File: src/rtl/digit_score_ctrl.sv
// BCD score counter with ripple-carry add, frame-synchronous shadow copy and beam-to-digit mapping.
// Optional build macro LEADING_ZERO_BLANK_EN hides leading zero digits (the LS digit always shows).
module digit_score_ctrl #(
  parameter int NUM_DIGITS = 4,
  parameter int X_ORIGIN   = 0,
  parameter int Y_ORIGIN   = 0
) (
  input  logic       i_clk,
  input  logic       i_rst,
  input  logic       i_inc,
  input  logic [3:0] i_inc_amt,
  input  logic       i_clear,
  input  logic       i_frame_start,
  input  logic [9:0] i_hpos,
  input  logic [9:0] i_vpos,
  output logic       o_busy,
  output logic       o_done,
  output logic       o_overflow,
  output logic [3:0] o_digit,
  output logic       o_digit_valid,
  output logic [1:0] o_dbg_state
);

  localparam int DW = 4 * NUM_DIGITS;
  localparam logic [2:0] LAST_IDX = 3'(NUM_DIGITS - 1);

  typedef enum logic [1:0] {
    S_IDLE = 2'd0,
    S_ADD  = 2'd1,
    S_DONE = 2'd2
  } state_t;

  state_t        state;
  state_t        state_nxt;
  logic [DW-1:0] digits;
  logic [DW-1:0] shadow;
  logic [3:0]    amt;
  logic          carry;
  logic [2:0]    idx;
  logic          pending;
  logic          overflow_q;
  logic          accept_inc;

  // Handshake: i_inc / i_clear are single-cycle requests honoured only in IDLE;
  // anything arriving while busy is dropped, never queued.
  assign accept_inc = (state == S_IDLE) && i_inc && !i_clear;

  assign o_busy      = (state != S_IDLE);
  assign o_done      = (state == S_DONE);
  assign o_overflow  = overflow_q;
  assign o_dbg_state = state;

  always_ff @(posedge i_clk) begin
    if (i_rst) state <= S_IDLE;
    else       state <= state_nxt;
  end

  always_comb begin
    state_nxt = state;
    case (state)
      S_IDLE:  if (accept_inc) state_nxt = S_ADD;
      S_ADD:   if (idx == LAST_IDX) state_nxt = S_DONE;
      S_DONE:  state_nxt = S_IDLE;
      default: state_nxt = S_IDLE;
    endcase
  end

  // One digit of the ripple add; the addend only enters at digit 0.
  logic [3:0] cur_digit;
  logic [3:0] addend;
  logic [4:0] sum;
  logic [4:0] sum_m10;
  logic [3:0] sum_digit;
  logic       sum_carry;

  always_comb begin
    cur_digit = 4'd0;
    for (int i = 0; i < NUM_DIGITS; i++) begin
      if (idx == 3'(i)) cur_digit = digits[i*4 +: 4];
    end
    addend    = (idx == 3'd0) ? amt : 4'd0;
    sum       = {1'b0, cur_digit} + {1'b0, addend} + {4'd0, carry};
    sum_m10   = sum - 5'd10;
    sum_carry = (sum >= 5'd10);
    sum_digit = sum_carry ? sum_m10[3:0] : sum[3:0];
  end

  always_ff @(posedge i_clk) begin
    if (i_rst) begin
      digits     <= '0;
      shadow     <= '0;
      amt        <= 4'd0;
      carry      <= 1'b0;
      idx        <= 3'd0;
      pending    <= 1'b0;
      overflow_q <= 1'b0;
    end else begin
      case (state)
        S_IDLE: begin
          if (i_frame_start) shadow <= digits;
          if (i_clear) begin
            digits     <= '0;
            overflow_q <= 1'b0;
          end else if (i_inc) begin
            amt   <= (i_inc_amt > 4'd9) ? 4'd9 : i_inc_amt;
            idx   <= 3'd0;
            carry <= 1'b0;
          end
        end
        S_ADD: begin
          for (int i = 0; i < NUM_DIGITS; i++) begin
            if (idx == 3'(i)) digits[i*4 +: 4] <= sum_digit;
          end
          carry <= sum_carry;
          idx   <= idx + 3'd1;
          if ((idx == LAST_IDX) && sum_carry) overflow_q <= 1'b1;
          if (i_frame_start) pending <= 1'b1;
        end
        S_DONE: begin
          // Digits are final here, so a deferred (or just-arrived) frame copy is safe.
          if (pending || i_frame_start) shadow <= digits;
          pending <= 1'b0;
        end
        default: ;
      endcase
    end
  end

  // Beam mapping: pos is the digit index under the beam (MS digit leftmost).
  int   hpos_i;
  int   vpos_i;
  int   pos;
  logic in_field;
  logic blank;
  logic [3:0] sel_digit;

  always_comb begin
    hpos_i    = int'({22'd0, i_hpos});
    vpos_i    = int'({22'd0, i_vpos});
    in_field  = (hpos_i >= X_ORIGIN) && (hpos_i < X_ORIGIN + 16 * NUM_DIGITS) &&
                (vpos_i >= Y_ORIGIN) && (vpos_i < Y_ORIGIN + 16);
    pos       = NUM_DIGITS - 1 - ((hpos_i - X_ORIGIN) >>> 4);
    sel_digit = 4'd0;
    for (int i = 0; i < NUM_DIGITS; i++) begin
      if (pos == i) sel_digit = shadow[i*4 +: 4];
    end
  end

`ifdef LEADING_ZERO_BLANK_EN
  logic run_zero;
  always_comb begin
    blank    = 1'b0;
    run_zero = 1'b1;
    for (int i = NUM_DIGITS - 1; i >= 0; i--) begin
      run_zero = run_zero && (shadow[i*4 +: 4] == 4'd0);
      if ((pos == i) && (i != 0) && run_zero) blank = 1'b1;
    end
  end
`else
  assign blank = 1'b0;
`endif

  always_ff @(posedge i_clk) begin
    if (i_rst) begin
      o_digit       <= 4'd0;
      o_digit_valid <= 1'b0;
    end else if (in_field && !blank) begin
      o_digit       <= sel_digit;
      o_digit_valid <= 1'b1;
    end else begin
      o_digit       <= 4'd0;
      o_digit_valid <= 1'b0;
    end
  end

endmodule
File: config.mk
export PLATFORM = sky130hd
export DESIGN_NAME = digit_score_ctrl
export DESIGN_NICKNAME = d
export VERILOG_FILES = /design/src/rtl/digit_score_ctrl.sv
export SDC_FILE = /design/constraint.sdc
export NUM_CORES = 1
export LEC_CHECK = 0
export ABC_AREA = 1
export BUFFER_PORTS_ARGS = -buffer_cell sky130_fd_sc_hd__clkbuf_2
export CORE_MARGIN = 2
export CORE_UTILIZATION = 51
export CTS_BUF_LIST = sky130_fd_sc_hd__clkbuf_4 sky130_fd_sc_hd__clkbuf_8
export DETAILED_ROUTE_END_ITERATION = 8
export PLACE_DENSITY = 0.73
export SLEW_MARGIN = 20
export SYNTH_ARGS = -nofsm -noshare
export SYNTH_HDL_FRONTEND = slang
export SYNTH_SLANG_ARGS = --single-unit
File: constraint.sdc
create_clock -name i_clk -period 4.4 [get_ports i_clk]
set_input_delay 0.88 -clock i_clk [delete_from_list [all_inputs] [get_ports i_clk]]
set_output_delay 0.88 -clock i_clk [all_outputs]
set_load 0.02 [all_outputs]
# Yosys cells after proc, flatten, opt, wreduce, memory -nomap -nowiden
# Index checks and enable logic that the tools add are counted.
op_classes:
  order_cmp: 4
  bitwise_logic: 2
  eq_ne: 20
  n_reduce_logical: 24
  n_mux: 35
  add_sub_neg: 5
ops:
  columns: ["op", "n"]
  rows:
  - ["$pmux W16 S2", 2]
  - ["$mux W4", 15]
  - ["$mux W16", 3]
  - ["$logic_not A32 Y1", 1]
  - ["$reduce_and A3 Y1", 8]
  - ["$ne A2 B2 Y1 const B", 11]
  - ["$eq A7 B3 Y1 const B", 2]
  - ["$lt A10 B5 Y1 const B", 1]
  - ["$lt A10 B7 Y1 const B", 1]
  - ["$reduce_bool A2 Y1", 4]
  - ["$eq A7 B2 Y1 const B", 1]
  - ["$sub A2 B6 Y7 const A", 1]
  - ["$eq A3 B2 Y1 const B", 2]
  - ["$mux W1", 6]
  - ["$mux W3", 2]
  - ["$pmux W1 S2", 3]
  - ["$pmux W3 S2", 1]
  - ["$add A4 B4 Y5", 1]
  - ["$add A5 B1 Y5", 1]
  - ["$ge A5 B4 Y1 const B", 1]
  - ["$gt A4 B4 Y1 const B", 1]
  - ["$logic_and A1 B1 Y1", 4]
  - ["$mux W2", 2]
  - ["$pmux W2 S2", 1]
  - ["13 further kinds", 15]
word_totals:
  ff_bits: 49
  out_inout_bits: 10

# Logic depth before layout (Yosys ltp)
# Gate-level depths: netlist (run 1).
logic_depth:
  word_depth: 11
  depth_mapped: 20
  mapped_depth_nobuf: 20

# Worst setup path before layout (run 1)
# No wires, ideal clock.
synth_timing:
  path_kind: "reg-to-reg"
  start: "register idx[0]"
  end: "register digits[11]"
  stages_incl_launch_ff: 16
  setup_ps: 125
  arrival_time_ps: 2836
  setup_slack_ps: 1438
  synth_period_minus_slack_ps: 2962
  path_buffers: 0
  cell_sequence: "dfxtp_1 -> inv_1 -> ha_1 -> nand2_1 -> inv_1 -> a31oi_1 -> o31ai_1 -> fa_1 -> fa_1 -> inv_1 -> nand2_1 -> and2_1 -> ha_1 -> or2_2 -> nand3_1 -> a21oi_1"
synth_via:
  elab_chain_cells: 11
  word_cells_on_any_way: 18
  cone_classes: "add/sub (3); order compare (1); eq/ne (4); mux (8); reduce/logical (2)"
synth_lines:
  columns: ["item", "line_no", "text"]
  rows:
  - ["from (decl)", "39", "logic [2:0] idx;"]
  - ["from (signal assigned)", "115", "idx <= idx + 3'd1;"]
  - ["$logic_not A3 Y1", "79, 81", null]
  - ["$mux W4 (4 in series)", "79", "if (idx == 3'(i)) cur_digit = digits[i*4 +: 4];"]
  - ["$add A4 B4 Y5", "82", "sum = {1'b0, cur_digit} + {1'b0, addend} + {4'd0, carry};"]
  - ["$add A5 B1 Y5", "82", null]
  - ["$sub A4 B4 Y4 / $ge A5 B4 Y1 (equally long branches)", "83, 84", null]
  - ["$mux W4", "85", "sum_digit = sum_carry ? sum_m10[3:0] : sum[3:0];"]
  - ["$mux W4", "112", "if (idx == 3'(i)) digits[i*4 +: 4] <= sum_digit;"]
  - ["$pmux W16 S2", "98", "case (state)"]
  - ["to (signal, indexed assignment)", "112", null]
  - ["to (decl)", "35", "logic [DW-1:0] digits;"]
# Several ways; a longest one is shown, not always the timed one. The select of a mux whose other input is x is not followed.
# A chain may end at the register's enable or synchronous reset.

# Worst setup path in the final report (run 1)
layout_timing:
  start: "register idx[1]"
  end: "register digits[2]"
layout_via:
  elab_chain_cells: 11
  word_cells_on_any_way: 18
  cone_classes: "add/sub (3); order compare (1); eq/ne (4); mux (8); reduce/logical (2)"
layout_lines:
  columns: ["item", "line_no"]
  rows:
  - ["$logic_not A3 Y1", "79, 81, 112"]
  - ["$mux W4 (4 in series)", "79"]
  - ["$add A4 B4 Y5", "82"]
  - ["$add A5 B1 Y5", "82"]
  - ["$sub A4 B4 Y4 / $ge A5 B4 Y1 (equally long branches)", "83, 84"]
  - ["$mux W4", "85"]
  - ["$mux W4", "112"]
  - ["$pmux W16 S2", "98"]
# Several ways; a longest one is shown, not always the timed one. The select of a mux whose other input is x is not followed.

==> results of run 1 <==
## metrics by stage
step | total power, µW | util | worst slack (ps) | cells | area, µm²
finish | 964 | 0.601 | 1010 | 389 | 2620
floorplan | 610 | - | 1440 | 307 | 2320
CTS | 970 | 0.598 | 1020 | 388 | 2600
detailed placement | 651 | 0.572 | 1040 | 380 | 2490
global placement | 646 | 0.572 | 1110 | 380 | 2490
global route | 1020 | 0.601 | 599 | 389 | 2620
## flip-flops by register name, indices dropped and copies added, names as in the netlist
| signal | count |
|---|---|
| digits | 16 |
| shadow | 16 |
| amt | 4 |
| o_digit | 4 |
| idx | 3 |
| o_dbg_state | 2 |
| carry | 1 |
| o_digit_valid | 1 |
| o_overflow | 1 |
| pending | 1 |
## worst max-delay path by stage
stage,start,endpoint,slack (ps),cells past startpoint
5_1_grt,idx[1],digits[2],600,20
6_report,idx[1],digits[2],1010,20
4_1_cts,idx[1],digits[2],1020,20
2_1_floorplan,idx[0],digits[11],1440,15
3_3_place_gp,idx[1],digits[10],1110,20
3_5_place_dp,idx[1],digits[2],1040,20
## area by class of cell
class	count	area, µm²	area share
Clock inverter	3	46.3	0.0177
Timing Repair Buffer	31	161	0.0617
Multi-Input combinational cell	206	1130	0.433
Tap cell	52	65.1	0.0249
Inverter	43	161	0.0617
Clock buffer	5	68.8	0.0263
Sequential cell	49	981	0.375
## critical path, cell delays in order, from the launching register on
cell	delay (ps)
dfxtp_1	390
inv_1	80
ha_1	170
inv_1	140
nor2_1	140
nand2_1	80
nand2_1	50
a31oi_1	150
o31ai_1	120
fa_1	450
fa_1	400
inv_1	80
nand2_1	60
and2_1	150
ha_1	200
nand2_1	70
nand3_1	100
nand2_1	160
nand2_1	80
nand3_2	120
a21oi_1	80
## placed cells by master (no fill, tap or decap), types with 4 or more instances in the layout
| cell type | count |
|---|---|
| a21oi_1 | 46 |
| clkbuf_2 | 30 |
| nand3_1 | 17 |
| clkbuf_8 | 5 |
| o21ai_0 | 44 |
| nand2_1 | 37 |
| nor2_1 | 22 |
| ha_1 | 9 |
| dfxtp_1 | 49 |
| inv_1 | 41 |
| a31oi_1 | 6 |
| a211oi_1 | 4 |
## report_power, final
group	internal [µW]	switching, µW
Clock	170	151
Combinational	55.5	97.6
Sequential	472	17.6
## routing by layer
layer  track usage  vias to the layer above  share of wire
met5             0                        -              0
met4        0.0713                        0          0.011
met3        0.0478                        6          0.045
met2         0.343                       46           0.46
met1         0.263                      883           0.48
li1              -                     1083              -
## kinds of logic (layout without fill, tap and decap cells)
logic type	count (synthesis)	in the layout	share of synthesized area
DFF	49	49	0.424
adders and majority gates	11	11	0.0659
buffers and inverters	52	82	0.0881
AOI/OAI and AO/OA	106	106	0.245
and+or+nand+nor	89	89	0.177
==> metrics, run 1 <==
Syn Area/Cell 7.54 µm²; syn nets 347; CTS H-tree depth 2; Worst Hold Launch shadow[15]; Distinct cells, synth 30; # hold bufs at CTS 0; synthesized instance count 307; hold slack 447 ps; EDFF count, synth 0; die area 5100 µm²; most frequent cell after synthesis dfxtp_1; most area-consuming cells after synthesis dfxtp_1, a21oi_1, o21ai_0; WL/cell 12.4 µm; clk slew on worst S/H paths 90 ps; final hold vios 0; Min-Delay Path Class flop to flop; cell count of the worst reg-to-reg path 20; CP Max Fanout 5; critical path class flop to flop; Crit path required time 4590 ps; P_leak 0.00111 µW; first-pass GRT wire length 8340 µm; Startpoint Class flop; Nets 376; gpl congestion 0.814; critical path data arrival time 3580 ps; synth warn 0; clk_skew 7.32 ps; Die X-Extent 71.4 µm; vias per inst 5.19; remaining global-route overflow 0; Worst VDD drop 141 µV; final slew viol count 0; FP Rows 24; Iter 0 DRT Violations 116; DR vias 2018; leading area contributor after synthesis dfxtp_1; Synth top area share 0.424; post-DP HPWL 3700 µm; r2r setup slk 1010 ps; synth cell count leaders dfxtp_1, a21oi_1, o21ai_0; top_reg_cell synth dfxtp_1; Fill cells 393; part of the Yosys area used for sequential elements 0.424; CTS tree built; Final period util 0.771; chip height 71.4 µm; RSZ-0062 raised after global routing false; MaxCap Viol Count 0; #FFs+latches synth 49; vias in the first global route 1901; Ant. Diodes 0; total global-route track usage 0.206; r2r endpoint digits[2]; Clock Latency Late Sink 310 ps; post-CTS sizing 0; share of cells above drive strength 1 0.157; fin crit period 3390 ps; Hold Crit Endpoint shadow[15]; Cell Area, Synth 2320 µm²; Critical Path Sink Type flop; # setup viols final 0; slew margin rel. 0.528; maximum number of pins on one net before global-route repair 33; ys async rst share 0; status finished clean; area grow syn2layout 12.9%; DRC 0; clk sinks 49; CTS Root Cell clkbuf_8; worst slew pin tran 707 ps; Core ar. 4350 µm²; R2R Path Start idx[1]; TritonCTS Buffers 5; PD cells 369 nW/µm²; I/O pins 39; Total Routed Length 4810 µm; setup_tns 0 ps; antenna violations before repair 0; Hold Path Cell Cnt 2; DR pass1 iterations 4; post-route ant nets 0; fmax 0.295 GHz; clk buf depth 2; Post-CTS Setup Bufs 0; PortBufs 30; Initial Utilization 0.532
Note: power is estimated with default switching activity, not from simulation.
==> inputs of run 2 (changes only) <==
- clock period: 4.4 -> 3.2 ns (I/O delays scaled with it)
==> run 2 against run 1 <==
  * Clock power increased by 14%
  * Sequential share of layout area decreased by 1.6 points
  * Combinational power increased by 67%
  * Cell count increased by 2.3%
  * Routed wire length increased by 4.6%
  * Sequential power increased by 38%
  * Via count increased by 5.6%
  * Core utilization increased by 2.9 points
  * First-iteration DRC count increased by 6.0%
  * Largest cell class unchanged
==> metrics, run 2 (synthesized netlist as in run 1, its figures left out) <==
status finished clean; Ant. Diodes 0 (unchanged); Nets 385 (+2.4%); Iter 0 DRT Violations 123 (+6.0%); Min-Delay Path Class flop to flop; Internal 904 µW (+30%); fin crit period 3060 ps (-331 ps); total global-route track usage 0.211 (+0.00561); TritonCTS Buffers 5 (unchanged); pre-CTS setup slack 97.6 ps (-945 ps); setup_tns 0 ps (unchanged); maximum number of pins on one net before global-route repair 33 (unchanged); clk sinks 49 (unchanged); critical path data arrival time 3300 ps (-280 ps); clk slew on worst S/H paths 90 ps (about the same); most frequent cells in the layout dfxtp_1, o21ai_0, inv_1; post-DP HPWL 3790 µm (+2.5%); CP bufs+invs 4 (+1); remaining global-route overflow 0 (unchanged); sw frac 0.302 (+0.0253); first-pass GRT wire length 8580 µm (+2.8%); final slew viol count 0 (unchanged); highest metal layer with signal wires met4; clk buf depth 2 (unchanged); share of cells above drive strength 1 0.240 (+0.0826); WL/cell 12.6 µm (+2.2%); Crit path required time 3440 ps (-1150 ps); Final period util 0.957 (+0.186); area grow syn2layout 18.3%; Core ar. 4350 µm² (unchanged); final hold vios 0 (unchanged); PD cells 472 nW/µm² (+28%); Startpoint Class flop; met3 WL 202 µm (-6.9%); PortBufs 30 (unchanged); die area 5100 µm² (unchanged); gpl congestion 0.876 (+7.6%); critical path's slowest cell fa_2; DRC 0 (unchanged); Clock Latency Late Sink 300 ps (about the same); Die X-Extent 71.4 µm (unchanged); Comb power frac 0.197 (+0.038); P_leak 0.00116 µW (+4.6%); vias per inst 5.35 (+3.2%); WL met1 2390 µm (+2.8%); share of total power in sequential cells 0.520 (+0.012); top flop regs digits (16), shadow (16); slew margin rel. 0.397 (-0.131); commonest non-fill, non-tap cell in the layout dfxtp_1; MaxCap Viol Count 0 (unchanged); chip height 71.4 µm (unchanged); CTS Root Cell clkbuf_8; Worst VDD drop 202 µV (+43%); DR pass1 iterations 4 (unchanged); I/O pins 39 (unchanged); CTS H-tree depth 2 (unchanged); antenna violations before repair 0 (unchanged); vias in the first global route 1935 (+1.8%); final setup margin 138 ps (-869 ps); NetSw 391 µW (+47%); worst slew pin tran 905 ps (+197 ps); CP Cell Sequence inv_1 > ha_1 > nand2_1 > inv_1 > a31oi_1 > o31ai_2 > fa_2 > fa_2 > inv_1 > ha_2 > nand2_1 > nand3_2 > nand2_2 > buf_4 > nand2_1 > a21oi_2; Total Routed Length 5030 µm (+4.6%); CTS tree built; delay-heaviest family, CP adder cells; post-route ant nets 0 (unchanged); clock network power share 0.282 (-0.051); # setup viols final 0 (unchanged); met2 wire len 2310 µm (+4.0%); Initial Utilization 0.532 (unchanged); DR vias 2131 (+5.6%); clk_skew 3.99 ps (-3.33 ps); FP Rows 24 (unchanged); CP Max Fanout 4 (-1); Critical Path Sink Type flop; fmax 0.327 GHz (+11%); Largest stage delay, worst path 560 ps (+110 ps); critical path class flop to flop
-- run 2: worst paths after layout --
path / start / end / slack [ps] / cells past startpoint
hold / removal: shadow[12] / shadow[12] / 450 / 2
setup reg to reg: idx[0] / carry / 140 / 16
hold reg to reg: shadow[12] / shadow[12] / 450 / 2
setup / recovery: idx[0] / carry / 140 / 16
-- run 2: power by group through the flow --
stage,clock [µW],sequential (µW),combinational (µW)
CTS,374,672,224
floorplan,0,680,158
detailed placement,0,686,222
finish,365,673,256
global placement,0,685,215
global route,395,679,292
-- run 2: layer usage --
layer  vias up  global-route usage
li1       1108                   -
met1       963               0.276
met2        46               0.336
met3        14              0.0492
met4         0              0.0901
met5         -                   0
-- run 2: per-stage QoR --
stage | cell area, µm² | total power (µW) | cells | hold slack, ps | utilization
global route | 2740 | 1370 | 398 | 468 | 0.629
global placement | 2560 | 901 | 389 | 433 | 0.587
finish | 2740 | 1290 | 398 | 451 | 0.629
floorplan | 2320 | 838 | 307 | 420 | -
CTS | 2650 | 1270 | 397 | 455 | 0.608
detailed placement | 2560 | 908 | 389 | 441 | 0.587
-- run 2: cell type report --
type                    count  area, µm²
well taps                  52       65.1
clock buffers               5       68.8
flip-flops and latches     49        983
fillers                   400       1610
multi-input cells         206       1210
inverters                  43        161
repair buffers             40        225
clock inverters             3       22.5
-- run 2: timing repair --
item,CTS,global route
hold buffers,0,0
gates resized for setup,0,24
buffers inserted,0,1
endpoints found under the setup margin,0,14
-- run 2: worst min-delay path: cells and delay by family, from the launching register on --
kind / cells / cell delay (ps)
buffers and inverters: 1 / 50
AO/OA/AOI/OAI: 1 / 50
flip-flops: 1 / 310
==> inputs of run 3 (changes only) <==
- ABC_AREA: 1 -> not set
==> run 3 against run 2 <==
  * The flow now finishes with violations (setup timing)
  * Critical path depth fell by 4
  * Non-clock buffer count is 19 higher
  * Sequential share of layout area down 4.5 points
  * Hold slack improved by 21 ps
  * Cell count increased by 2.3%
  * Clock skew up 8.0 ps
  * Area after synthesis increased by 7.3%
  * Die area up 6.9%
  * Register-to-register slack worse by 320 ps
  * Flip-flop and latch count unchanged
  * Via count is 3.3% higher
  * Sequential power shrank 5.6%
==> metrics, run 3 <==
Clock Latency Late Sink 310 ps (about the same); Finished Core Util 0.667 (+0.0377); synthesized instance count 286 (-6.8%); part of the Yosys area used for sequential elements 0.395 (-0.0290); # setup viols final 10 (+10); PortBufs 30 (unchanged); Critical Path Sink Type flop; CP bufs+invs 1 (-3); Most Frequent Cell on Critical Path fa_2; clk buf depth 2 (unchanged); maximum number of pins on one net before global-route repair 21 (-36%); r2r setup slk -180 ps (-320 ps); synth cell count leaders dfxtp_1, nor2_1, mux2i_1; vias per inst 5.41 (+1.0%); Synth top area share 0.395 (-0.0290); Nets 379 (-1.6%); CTS Root Cell clkbuf_8; EDFF count, synth 0 (unchanged); CTS H-tree depth 2 (unchanged); gpl congestion 0.881 (+0.65%); Startpoint Class flop; fin crit period 3380 ps (+322 ps); RSZ-0062 raised after global routing true; leading area contributor after synthesis dfxtp_1; Min-Delay Path Class flop to flop; chip height 73.8 µm (+3.4%); share of cells above drive strength 1 0.294 (+0.0542); top_reg_cell synth dfxtp_1; syn nets 326 (-6.1%); clk slew on worst S/H paths 90 ps (about the same); critical path data arrival time 3550 ps (+250 ps); final setup margin -184 ps (-322 ps); most frequent cell after synthesis dfxtp_1; R2R Path Start idx[0]; Worst Hold Launch amt[1]; fmax 0.295 GHz (-9.5%); Ant. Diodes 0 (unchanged); DR pass1 iterations 4 (unchanged); Worst VDD drop 283 µV (+40%); first-pass GRT wire length 8900 µm (+3.8%); status finished, violations left; CP Cell Sequence buf_4 > ha_4 > a21oi_2 > o21ai_1 > a22o_1 > fa_2 > fa_2 > or4b_4 > nand3_2 > and3_4 > mux2i_4 > a311oi_2; Total Routed Length 5620 µm (+12%); clk_skew 12.0 ps (+7.99 ps); top flop regs digits (16), shadow (16); post-route ant nets 0 (unchanged); vias in the first global route 1932 (-0.16%); DRC 0 (unchanged); area grow syn2layout 26.7%; total global-route track usage 0.213 (+0.00190); synth warn 0 (unchanged); Core ar. 4720 µm² (+8.5%); Crit path required time 3360 ps (-80 ps); critical path class flop to flop; Iter 0 DRT Violations 142 (+15%); failing checks setup timing; PD cells 420 nW/µm² (-11%); I/O pins 39 (unchanged); delay-heaviest family, CP adder cells; post-DP HPWL 4200 µm (+11%); worst slew pin tran 609 ps (-296 ps); most area-consuming cells after synthesis dfxtp_1, mux2i_1, nor2_1; slew margin rel. 0.594 (+0.197); ys async rst share 0 (unchanged); antenna violations before repair 0 (unchanged); remaining global-route overflow 0 (unchanged); P_leak 0.00137 µW (+18%); TritonCTS Buffers 5 (unchanged); most frequent cells in the layout dfxtp_1, nor2_1, clkbuf_2; commonest non-fill, non-tap cell in the layout dfxtp_1; CTS tree built; Critical Path Start idx[0]; clk sinks 49 (unchanged); Distinct cells, synth 45 (+50%); critical path's slowest cell fa_2; Die X-Extent 73.8 µm (+3.4%); Final period util 1.06 (+0.101); Initial Utilization 0.526 (-0.00554); WL/cell 13.8 µm (+9.2%); final hold vios 0 (unchanged); # hold bufs at CTS 0 (unchanged); DR vias 2201 (+3.3%); die area 5450 µm² (+6.9%); CP Max Fanout 4 (unchanged); final slew viol count 0 (unchanged); FP Rows 25 (+4.2%); Syn Area/Cell 8.69 µm² (+15%); Largest stage delay, worst path 590 ps (+30 ps); #FFs+latches synth 49 (unchanged); MaxCap Viol Count 0 (unchanged); setup_tns -1320 ps (-1320 ps); Cell Area, Synth 2490 µm² (+7.3%)
[run 3: timing repair]
item,4_1_cts,5_1_grt
resized for setup,7,13
pin swaps,15,15
buffers inserted,6,3
setup endpoints to repair,13,14
[run 3: power by group]
group | internal, µW | total [µW] | switching [µW]
Clock | 240 | 459 | 219
Sequential | 622 | 635 | 12.7
Combinational | 112 | 230 | 118
[run 3: area by class of cell]
cell class | count | area (µm²)
flip-flops and latches | 49 | 988
fillers | 396 | 1570
inverters | 15 | 61.3
repair buffers | 59 | 372
well taps | 67 | 83.8
multi-input cells | 209 | 1530
clock inverters | 3 | 50.0
clock buffers | 5 | 68.8
[run 3: metrics by stage]
stage | power (µW) | hold WS (ps) | instance area, µm² | worst slack [ps] | std cells
global placement | 844 | 453 | 2880 | -156 | 391
global route | 1370 | 517 | 3150 | -311 | 407
CTS | 1310 | 471 | 3070 | -141 | 404
floorplan | 782 | 441 | 2570 | -106 | 286
finish | 1320 | 472 | 3150 | -184 | 407
detailed placement | 847 | 458 | 2880 | -207 | 391
[run 3: routing by layer]
metal | vias to the layer above | wire length (µm) | GRT usage
met5 | - | 0 | 0
met4 | 0 | 92 | 0.0768
met3 | 9 | 238 | 0.0370
met2 | 54 | 2550 | 0.335
met1 | 1031 | 2740 | 0.293
li1 | 1107 | - | -
[run 3: kinds of logic after synthesis]
group	count (synthesis)	synth area share
multiplexers	28	0.113
XOR/XNOR	1	0.00352
buffers and inverters	28	0.0468
AND/OR/NAND/NOR	111	0.222
AO/OA/AOI/OAI	58	0.159
adder cells (fa/ha/maj)	11	0.0614
flip-flops	49	0.395
[run 3: worst paths after layout]
kind | end | cells after the start
setup / recovery | digits[14] | 12
hold / removal | amt[1] | 2
setup reg to reg | digits[14] | 12
hold reg to reg | amt[1] | 2
[run 3: tightest hold or removal path, cell delays in order, from the launching register on]
cell	delay (ps)
dfxtp_1	320
nand2b_1	60
a21oi_1	50
